`src/rtl/ti_share_pipe_pkg.sv`:
```
// Shared defaults and helpers for the TI share pipeline (optional refresh: TI_SHARE_REFRESH_EN).
// share_xor_all() recombines a share vector into its unshared value.
package ti_share_pkg;

   localparam int NSHARES_DEF = 3;
   localparam int SHARE_W_DEF = 4;
   localparam int VEC_W       = NSHARES_DEF * SHARE_W_DEF;

   function automatic logic [SHARE_W_DEF-1:0] share_xor_all(input logic [VEC_W-1:0] vec);
      logic [SHARE_W_DEF-1:0] acc;
      acc = '0;
      for (int i = 0; i < NSHARES_DEF; i++) begin
         acc = acc ^ vec[i*SHARE_W_DEF +: SHARE_W_DEF];
      end
      return acc;
   endfunction

endpackage

```
`src/rtl/ti_share_pipe_stage.sv`:
```
// One elastic pipeline stage: valid flag plus share-vector register, 1 cycle.
// Data loads only on an accepted valid transfer; flush clears valid and leaves data untouched.
module ti_share_stage
   import ti_share_pkg::*;
#(
   parameter int W = VEC_W
) (
   input  logic         clk,
   input  logic         rst_n,
   input  logic         flush_i,
   input  logic         adv_i,
   input  logic         src_vld_i,
   input  logic [W-1:0] src_dat_i,
   output logic         vld_o,
   output logic [W-1:0] dat_o
);

   logic         vld_d, vld_q;
   logic [W-1:0] dat_q;
   logic         dat_en;

   always_comb begin
      vld_d  = vld_q;
      dat_en = 1'b0;
      if (flush_i) begin
         vld_d = 1'b0;
      end else if (adv_i) begin
         vld_d  = src_vld_i;
         dat_en = src_vld_i;
      end
   end

   // Explicit enable keeps the data flops quiet on bubbles and stalls.
   always_ff @(posedge clk or negedge rst_n) begin
      if (!rst_n) begin
         vld_q <= 1'b0;
         dat_q <= '0;
      end else begin
         vld_q <= vld_d;
         if (dat_en) begin
            dat_q <= src_dat_i;
         end
      end
   end

   assign vld_o = vld_q;
   assign dat_o = dat_q;

endmodule

```
`src/rtl/ti_share_pipe.sv`:
```
// Elastic TI share-vector pipeline, DEPTH cycles latency, 1/cycle; optional share refresh via TI_SHARE_REFRESH_EN.
// Backpressure: combinational ready chain collapses bubbles; in_ready drops only when every stage is full and stalled.
module ti_share_pipe
   import ti_share_pkg::*;
#(
   parameter  int NSHARES = NSHARES_DEF,
   parameter  int SHARE_W = SHARE_W_DEF,
   parameter  int DEPTH   = 1,
   localparam int W       = NSHARES * SHARE_W,
   localparam int OCC_W   = $clog2(DEPTH + 1)
) (
   input  logic             clk,
   input  logic             rst_n,
   input  logic             flush,
   input  logic             in_valid,
   output logic             in_ready,
   input  logic [W-1:0]     in_data,
   output logic             out_valid,
   input  logic             out_ready,
   output logic [W-1:0]     out_data,
   output logic [OCC_W-1:0] occupancy
`ifdef TI_SHARE_REFRESH_EN
   ,
   input  logic [(NSHARES-1)*SHARE_W-1:0] rnd
`endif
);

   logic [DEPTH-1:0] v;
   logic [DEPTH-1:0] adv;
   logic [DEPTH-1:0] src_vld;
   logic [W-1:0]     d       [DEPTH];
   logic [W-1:0]     src_dat [DEPTH];
   logic [W-1:0]     stage0_dat;

`ifdef TI_SHARE_REFRESH_EN
   logic [SHARE_W-1:0] r_all;
   logic [SHARE_W-1:0] r_cur;

   // Each share is masked separately; the last share absorbs every mask so the recombined value is unchanged.
   always_comb begin
      r_all      = '0;
      r_cur      = '0;
      stage0_dat = in_data;
      for (int i = 0; i < NSHARES - 1; i++) begin
         r_cur = rnd[i*SHARE_W +: SHARE_W];
         stage0_dat[i*SHARE_W +: SHARE_W] = in_data[i*SHARE_W +: SHARE_W] ^ r_cur;
         r_all = r_all ^ r_cur;
      end
      stage0_dat[(NSHARES-1)*SHARE_W +: SHARE_W] =
         in_data[(NSHARES-1)*SHARE_W +: SHARE_W] ^ r_all;
   end
`else
   assign stage0_dat = in_data;
`endif

   // A stage can advance unless it and every stage after it are full while the output stalls.
   always_comb begin
      logic run_full;
      run_full = 1'b1;
      adv      = '0;
      for (int k = DEPTH - 1; k >= 0; k--) begin
         run_full = run_full & v[k];
         adv[k]   = out_ready | ~run_full;
      end
   end

   for (genvar k = 0; k < DEPTH; k++) begin : g_stage
      if (k == 0) begin : g_head
         assign src_vld[k] = in_valid;
         assign src_dat[k] = stage0_dat;
      end else begin : g_body
         assign src_vld[k] = v[k-1];
         assign src_dat[k] = d[k-1];
      end

      ti_share_stage #(.W(W)) u_stage (
         .clk       (clk),
         .rst_n     (rst_n),
         .flush_i   (flush),
         .adv_i     (adv[k]),
         .src_vld_i (src_vld[k]),
         .src_dat_i (src_dat[k]),
         .vld_o     (v[k]),
         .dat_o     (d[k])
      );
   end

   always_comb begin
      occupancy = '0;
      for (int k = 0; k < DEPTH; k++) begin
         occupancy = occupancy + OCC_W'(v[k]);
      end
   end

   assign in_ready  = adv[0];
   assign out_valid = v[DEPTH-1];
   assign out_data  = d[DEPTH-1];

endmodule

```
`config.mk`:
```
export PLATFORM = sky130hd
export DESIGN_NAME = ti_share_pipe
export DESIGN_NICKNAME = d
export VERILOG_FILES = /design/src/rtl/ti_share_pipe_pkg.sv /design/src/rtl/ti_share_pipe_stage.sv /design/src/rtl/ti_share_pipe.sv
export SDC_FILE = /design/constraint.sdc
export NUM_CORES = 1
export LEC_CHECK = 0
export CORE_MARGIN = 3
export CORE_UTILIZATION = 30
export CTS_CLUSTER_SIZE = 30
export DETAILED_ROUTE_END_ITERATION = 6
export PLACE_DENSITY = 0.73
export SYNTH_ARGS = -nofsm -noshare
export SYNTH_HDL_FRONTEND = slang
export SYNTH_SLANG_ARGS = --single-unit
```
`constraint.sdc`:
```
create_clock -name clk -period 1.46 [get_ports clk]
set_clock_uncertainty 0.2 [all_clocks]
set_input_delay 0.146 -clock clk [delete_from_list [all_inputs] [get_ports clk]]
set_output_delay 0.146 -clock clk [all_outputs]
set_load 0.01 [all_outputs]
```
==> impl_metrics.tcl, run 1 <==
set metrics [dict create \
    htree_num_levels 1 \
    cts_buffer_depth 2 \
    powerDensity_nw_per_um2 1021 \
    worstMarginPinSlew_ns 0.1800 \
    grt_pass1_wl_um 1380 \
    drt-initial-drc-count 2 \
    num_io_pins 32 \
    cap_violations 0 \
    synth_area_per_cell_um2 16.34 \
    wl_met2_um 546 \
    status "finished with violations" \
    slew-limit-headroom 0.8799 \
    nets 87 \
    synthTopCellsByArea "dfrtp_1, mux2_2, nor3b_4" \
    top_layer_used "met3" \
    place.gp.congestion 0.5750 \
    io_buffer_count 31 \
    place_hpwl_um 827.1 \
    wl_met1_um 376 \
    syn2layout_area_growth_pct 69.62 \
    layout_commonest_cell "clkdlybuf4s50_1" \
    numCtsBuffers 3 \
    vias 379 \
    rr_worst_depth 4 \
    fmax_mhz 648.1 \
    yosysTopAreaCellShare 0.6220 \
    die_x_um 47.76 \
    worstHoldPathCells 3 \
    synth_cells 32 \
    grt_overflow_total 0 \
    cts_tree "yes" \
    track_usage 0.08909 \
    drt_pass1_iterations 2 \
    ys_seq_area_frac 0.6220 \
    hold-worst-slack_ns 0.2782 \
    most-common-layout-cells "clkdlybuf4s50_1, dlygate4sd2_1, dfrtp_1" \
    post_cts_buffers 0 \
    crit_fanout 12 \
    rsz0062_at_grt "yes" \
    antenna_left 0 \
    final_area_um2 887.1 \
    wl_um 982 \
    worst_skew_pair.late_latency_ns 0.27 \
    peakVddDrop_uv 736.1 \
    p_leak_nw 0.4000 \
    wl_met3_um 59 \
    drive_above_1_share 0.3043 \
    drc 0 \
    final_max_slew_viol_count 0 \
    yosys_warnings 0 \
    clock-sinks 13 \
    layout_setup_ws_ns -0.08306 \
    endpoint_kind "flip-flop" \
    syn_area_um2 523.0 \
    finalSetupViolCount 12 \
    grt_pass1_vias 339 \
    antenna_cells 0 \
    antenna_found_initial 0 \
    fp.dieH_um 47.76 \
    post_drt_via_cell_ratio 4.459 \
    critPathKind "flip-flop to flip-flop" \
    std_cell_rows 14 \
    hold_viol_final 0 \
    synth_top_cell_by_area "dfrtp_1" \
    cts_root_buffer "clkbuf_4" \
    ys_types 8 \
    wl_per_cell_um 11.55 \
    initial_core_util 0.3317 \
    post-route-period-util 1.057 \
    hold_path_class "primary input to flip-flop" \
    postPlaceCellArea_um2 869.6 \
    die-area_um2 2281 \
    core-area_um2 1577 \
    grt_max_degree 14 \
    start_kind "flip-flop" \
    ys_seq_elements 13 \
    crit_arrival_ns 1.50 \
    cts.clk_slew.worst_paths_ns 0.07 \
    worstPathRequired_ns 1.41 \
    syn_nets 49 \
    violations "setup timing" \
    period_minus_slack_ns 1.543 \
]
flip-flops by register name, summed over array words and instances (netlist names):
| register | count |
|---|---|
| g_stage.u_stage.vld_o | 1 |
| g_stage.u_stage.dat_o | 12 |
metrics by stage:
stage | std cells | TNS (ns) | total power [mW] | util | worst slack (ns)
3_5_place_dp | 80 | -3.480 | 0.7516 | 0.5516 | -0.2846
6_report | 85 | -0.8560 | 0.9061 | 0.5627 | -0.08306
2_1_floorplan | 32 | -1.165 | 0.5576 | - | -0.1165
3_3_place_gp | 80 | -3.349 | 0.7467 | 0.5516 | -0.2708
5_1_grt | 85 | -1.556 | 0.9635 | 0.5627 | -0.1384
4_1_cts | 85 | -1.025 | 0.9188 | 0.5635 | -0.09500
cells by family (layout without fill, tap and decap cells):
group | count (synthesis) | in the layout | synth area share
muxes | 12 | 12 | 0.2584
and+or+nand+nor | 4 | 4 | 0.07656
DFF | 13 | 13 | 0.6220
buffers and inverters | 3 | 40 | 0.04306
final cells by class:
| type | instances | area, um2 |
|---|---|---|
| Fill cell | 149 | 689.4 |
| Timing Repair Buffer | 35 | 332.8 |
| Sequential cell | 13 | 325.3 |
| Multi-Input combinational cell | 16 | 178.9 |
| Clock buffer | 4 | 26.28 |
| Tap cell | 16 | 20.02 |
| Inverter | 1 | 3.754 |
cells in the mapped netlist:
library cell	n
mux2_2	12
nor3b_4	1
buf_4	1
inv_1	1
buf_6	1
dfrtp_1	13
nor2b_4	1
nor2_1	2
critical path, cell delays in order, from the launching register on:
cell     delay (ns)
dfrtp_1        0.39
nor2b_4        0.14
nor3b_4        0.20
buf_12         0.16
mux2_2         0.33
layer usage:
metal  track usage  vias up
met2        0.1478       14
met1       0.09513      181
li1              -      184
met4       0.01613        0
met5             0        -
met3       0.06015        0
report_power, final:
group	switching (mW)	leakage [nW]	internal [mW]
Clock	0.105	0.0150	0.106
Sequential	0.0243	0.154	0.418
Combinational	0.0925	0.231	0.160
repair_timing:
| action | in CTS | in global routing |
|---|---|---|
| resized for setup | 16 | 2 |
| pin swaps | 0 | 0 |
| hold buffers | 1 | 0 |
| endpoints found under the hold margin | 13 | 0 |
| setup endpoints to repair | 27 | 13 |
path summary, 6_finish.rpt:
| path | from | end | slack [ns] |
|---|---|---|---|
| max in group asynchronous | rst_n | g_stage[0].u_stage.dat_o[11] | 0.39 |
| max reg2reg | g_stage[0].u_stage.vld_o | g_stage[0].u_stage.dat_o[10] | -0.08 |
| min reg2reg | g_stage[0].u_stage.dat_o[3] | g_stage[0].u_stage.dat_o[3] | 0.30 |
| min | in_valid | g_stage[0].u_stage.vld_o | 0.28 |
| min in group asynchronous | rst_n | g_stage[0].u_stage.dat_o[3] | 0.52 |
| max | g_stage[0].u_stage.vld_o | g_stage[0].u_stage.dat_o[10] | -0.08 |
Note: power is estimated with default switching activity, not from simulation.
==> run 2, diff against run 1 <==
--- a/config.mk
+++ b/config.mk
@@ -9,7 +9,7 @@
 export CORE_UTILIZATION = 30
 export CTS_CLUSTER_SIZE = 30
 export DETAILED_ROUTE_END_ITERATION = 6
-export PLACE_DENSITY = 0.73
+export PLACE_DENSITY = 0.7
 export SYNTH_ARGS = -nofsm -noshare
 export SYNTH_HDL_FRONTEND = slang
 export SYNTH_SLANG_ARGS = --single-unit
==> constraint.sdc (replaced) <==
create_clock -name clk -period 1.5 [get_ports clk]
set_clock_uncertainty 0.2 [all_clocks]
set_input_delay 0.15 -clock clk [delete_from_list [all_inputs] [get_ports clk]]
set_output_delay 0.15 -clock clk [all_outputs]
set_load 0.01 [all_outputs]
==> impl_metrics.tcl, run 2 (synthesis gave the netlist of run 1 again) <==
set metrics [dict create \
    status "finished with violations" \
    violations "setup timing" \
    cap_violations 0 \
    crit_arrival_ns 1.51 \
    rr_worst_depth 4 \
    largest_reg_flops 12 \
    core-area_um2 1577 \
    hold-worst-slack_ns 0.2870 \
    p_int_mw 0.6731 \
    place_hpwl_um 842.2 \
    cts_root_buffer "clkbuf_4" \
    io_buffer_count 31 \
    hold_path_class "primary input to flip-flop" \
    final_max_slew_viol_count 0 \
    grt_pass1_wl_um 1745 \
    place_ws_ns -0.2608 \
    wl_um 1065 \
    cp-startpoint "g_stage[0].u_stage.vld_o" \
    worst_skew_pair.late_latency_ns 0.27 \
    endpoint_kind "flip-flop" \
    layout_commonest_cell "clkdlybuf4s50_1" \
    final_area_um2 902.1 \
    slew-limit-headroom 0.8020 \
    p_comb_frac 0.285 \
    post_cts_buffers 0 \
    rsz0062_at_grt "yes" \
    hold_viol_final 0 \
    place_inst 81 \
    cts_tree "yes" \
    antenna_left 0 \
    worstMarginPinSlew_ns 0.2961 \
    nets 88 \
    place.gp.congestion 0.6300 \
    drc 0 \
    track_usage 0.1138 \
    cts_buffer_depth 2 \
    antenna_cells 0 \
    start_kind "flip-flop" \
    period_minus_slack_ns 1.551 \
    grt_overflow_total 0 \
    fp.dieH_um 47.76 \
    pwr-share-clk 0.229 \
    grt_max_degree 13 \
    worstPathRequired_ns 1.46 \
    clock-sinks 13 \
    syn2layout_area_growth_pct 72.49 \
    switching_share 0.2458 \
    htree_num_levels 1 \
    r2r-end "g_stage[0].u_stage.dat_o[4]" \
    rrSetupSlack_ns -0.05 \
    fin_cells 86 \
    postPlaceCellArea_um2 877.1 \
    peakVddDrop_uv 780.9 \
    initial_core_util 0.3317 \
    crit_fanout 12 \
    grt_pass1_vias 432 \
    critPathKind "flip-flop to flip-flop" \
    seqPwrFrac 0.486 \
    post_drt_via_cell_ratio 4.500 \
    r2r-start "g_stage[0].u_stage.vld_o" \
    drt_pass1_iterations 2 \
    switchingPower_mw 0.2194 \
    most-common-layout-cells "clkdlybuf4s50_1, dlygate4sd2_1, dfrtp_1" \
    die_x_um 47.76 \
    antenna_found_initial 0 \
    die-area_um2 2281 \
    wl_per_cell_um 12.38 \
    finalSetupViolCount 12 \
    cts.clk_slew.worst_paths_ns 0.07 \
    numCtsBuffers 3 \
    power.total_mw 0.8925 \
    fmax_mhz 644.9 \
    p_leak_nw 0.4121 \
    num_io_pins 32 \
    drive_above_1_share 0.3143 \
    crit_end "g_stage[0].u_stage.dat_o[4]" \
    std_cell_rows 14 \
    post-route-period-util 1.034 \
    drt-initial-drc-count 1 \
    layout_setup_ws_ns -0.05060 \
    powerDensity_nw_per_um2 989.4 \
    vias 387 \
]
run 2: cell count changes in the layout (fill, tap and decap cells not counted):
| cell | delta |
|---|---|
| mux2_4 | +2 |
| buf_4 | +1 |
| mux2_2 | -2 |
run 2: per-stage QoR:
stage	setup TNS (ns)	utilization
5_1_grt	-1.101	0.5722
3_3_place_gp	-2.871	0.5563
4_1_cts	-0.5451	0.5722
6_report	-0.4821	0.5722
2_1_floorplan	-0.7649	-
3_5_place_dp	-3.171	0.5563
run 2: layout make-up:
cell class / instances / area, um2
multi-input cells: 16 / 186.4
well taps: 16 / 20.02
repair buffers: 36 / 340.3
clock buffers: 4 / 26.28
inverters: 1 / 3.754
flip-flops and latches: 13 / 325.3
fillers: 152 / 674.4
run 2: how the worst min path moves through the flow:
stage,start,endpoint,slack [ns],cells after the start
2_1_floorplan,rst_n,g_stage[0].u_stage.dat_o[0],-0.35,0
3_3_place_gp,rst_n,g_stage[0].u_stage.dat_o[2],0.22,1
3_5_place_dp,rst_n,g_stage[0].u_stage.dat_o[8],0.23,1
4_1_cts,in_data[3],g_stage[0].u_stage.dat_o[3],0.28,2
5_1_grt,in_data[3],g_stage[0].u_stage.dat_o[3],0.28,2
6_report,in_data[7],g_stage[0].u_stage.dat_o[7],0.29,2
run 2: worst max-delay path, cell delays in order, from the launching register on:
cell and delay (ns):
dfrtp_1 0.39, nor2b_4 0.14, nor3b_4 0.21, buf_12 0.17, mux2_2 0.33
run 2: layer usage:
metal  share of wire  track usage  vias to the layer above
li1                -            -                      185
met1            0.39       0.1166                      184
met2            0.51       0.1953                       18
met5               0            0                        -
met4               0      0.01613                        0
met3           0.097      0.07895                        0
run 2: power by group through the flow:
stage	sequential, mW	clock [mW]	combinational, mW
floorplan	0.469	0	0.0736
global placement	0.442	0	0.288
detailed placement	0.443	0	0.292
CTS	0.435	0.214	0.257
global route	0.442	0.239	0.277
finish	0.434	0.205	0.254
run 2: what timing repair did:
item,4_1_cts,5_1_grt
hold buffers,1,0
hold endpoints to repair,6,0
resized for setup,17,3
setup endpoints to repair,27,13
==> run 3, diff against run 2 <==
--- a/config.mk
+++ b/config.mk
@@ -5,7 +5,6 @@
 export SDC_FILE = /design/constraint.sdc
 export NUM_CORES = 1
 export LEC_CHECK = 0
-export CORE_MARGIN = 3
 export CORE_UTILIZATION = 30
 export CTS_CLUSTER_SIZE = 30
 export DETAILED_ROUTE_END_ITERATION = 6
==> impl_metrics.tcl, run 3 (synthesis gave the netlist of run 1 again) <==
set metrics [dict create \
    place.gp.congestion 0.6904 \
    clock-sinks 13 \
    syn2layout_area_growth_pct 73.92 \
    final_max_slew_viol_count 0 \
    wl_per_cell_um 13.07 \
    crit_chain "nor2b_4 -> nor3b_4 -> buf_6 -> mux2_2" \
    cap_violations 0 \
    drt_pass1_iterations 6 \
    slew-limit-headroom 0.8027 \
    grt_max_degree 8 \
    nets 88 \
    antenna_found_initial 0 \
    worst_skew_pair.late_latency_ns 0.27 \
    cpPeakStageDelay_ns 0.38 \
    grt_pass1_vias 420 \
    largest_reg_flops 12 \
    vias 392 \
    cts.clk_slew.worst_paths_ns 0.08 \
    io_buffer_count 31 \
    antenna_left 0 \
    std_cell_rows 14 \
    htree_num_levels 1 \
    finalSetupViolCount 9 \
    most-common-layout-cells "clkdlybuf4s50_1, dlygate4sd2_1, dfrtp_1" \
    endpoint_kind "flip-flop" \
    peakVddDrop_uv 719.7 \
    power.total_mw 0.9064 \
    crit_fanout 7 \
    post_drt_via_cell_ratio 4.558 \
    crit_arrival_ns 1.49 \
    worstMarginPinSlew_ns 0.2951 \
    post_cts_buffers 0 \
    num_io_pins 32 \
    layout_commonest_cell "clkdlybuf4s50_1" \
    critPathKind "flip-flop to flip-flop" \
    grt_pass1_wl_um 1918 \
    place_ws_ns -0.2455 \
    hold_viol_final 0 \
    antenna_cells 0 \
    cts_tree "yes" \
    cts_root_buffer "clkbuf_4" \
    powerDensity_nw_per_um2 996.5 \
    die-area_um2 1915 \
    fp.dieH_um 43.76 \
    period_minus_slack_ns 1.527 \
    fin_cells 86 \
    worstPathRequired_ns 1.46 \
    status "finished with violations" \
    hold_path_class "primary input to flip-flop" \
    die_x_um 43.76 \
    cts_buffer_depth 2 \
    critical_path.slowest_cell "dfrtp_1" \
    fmax_mhz 654.9 \
    post-route-period-util 1.018 \
    rsz0062_at_grt "yes" \
    finish.utilization 0.5835 \
    drt-initial-drc-count 2 \
    violations "DRC, setup timing" \
    layout_setup_ws_ns -0.02701 \
    track_usage 0.1427 \
    wl_um 1124 \
    grt_overflow_total 0 \
    place_hpwl_um 841.1 \
    drc 2 \
    core-area_um2 1559 \
    numCtsBuffers 3 \
    drive_above_1_share 0.3000 \
    p_leak_nw 0.4188 \
    place_inst 81 \
    initial_core_util 0.3355 \
    start_kind "flip-flop" \
    tns_ns -0.1717 \
]
run 3: final cells by class:
type	instances	area, um2
clock buffers	4	26.28
fillers	141	649.4
inverters	1	3.754
multi-input cells	16	193.9
flip-flops and latches	13	325.3
well taps	16	20.02
repair buffers	36	340.3
run 3: path summary, 6_finish.rpt:
| path | startpoint | endpoint | slack [ns] | cells after the start |
|---|---|---|---|---|
| setup / recovery | g_stage[0].u_stage.vld_o | g_stage[0].u_stage.dat_o[7] | -0.03 | 4 |
| hold / removal | in_valid | g_stage[0].u_stage.vld_o | 0.28 | 3 |
| setup reg to reg | g_stage[0].u_stage.vld_o | g_stage[0].u_stage.dat_o[7] | -0.03 | 4 |
| hold reg to reg | g_stage[0].u_stage.dat_o[5] | g_stage[0].u_stage.dat_o[5] | 0.30 | 1 |
| max in group asynchronous | rst_n | g_stage[0].u_stage.dat_o[7] | 0.23 | 3 |
| min in group asynchronous | rst_n | g_stage[0].u_stage.dat_o[10] | 0.46 | 2 |
run 3: critical path, delay by kind of cell (launching register included):
family | cells | cell delay, ns
multiplexers | 1 | 0.33
AND/OR/NAND/NOR | 2 | 0.35
flip-flops | 1 | 0.38
buffers and inverters | 1 | 0.16
run 3: what timing repair did:
| action | CTS | global route |
|---|---|---|
| gates resized for setup | 16 | 7 |
| hold buffers | 1 | 0 |
| endpoints found under the hold margin | 6 | 0 |
| setup endpoints to repair | 27 | 12 |
run 3: per-stage QoR:
stage	area [um2]	hold slack (ns)
3_3_place_gp	864.6	0.2246
3_5_place_dp	864.6	0.2216
2_1_floorplan	523.0	-0.3456
5_1_grt	909.6	0.2856
4_1_cts	883.3	0.2717
6_report	909.6	0.2821
run 3: per-layer routing:
layer | part of all wire | track usage | wire [um] | vias up
li1 | - | - | - | 183
met1 | 0.39 | 0.1667 | 434 | 187
met2 | 0.51 | 0.2239 | 575 | 20
met3 | 0.092 | 0.08333 | 103 | 2
met4 | 0.0098 | 0.03750 | 11 | 0
met5 | 0 | 0 | 0 | -
run 3: where the power goes:
part,internal (mW),leakage [nW],switching [mW]
combinational,0.167,0.250,0.0939
sequential,0.407,0.154,0.0272
clock,0.103,0.0150,0.108
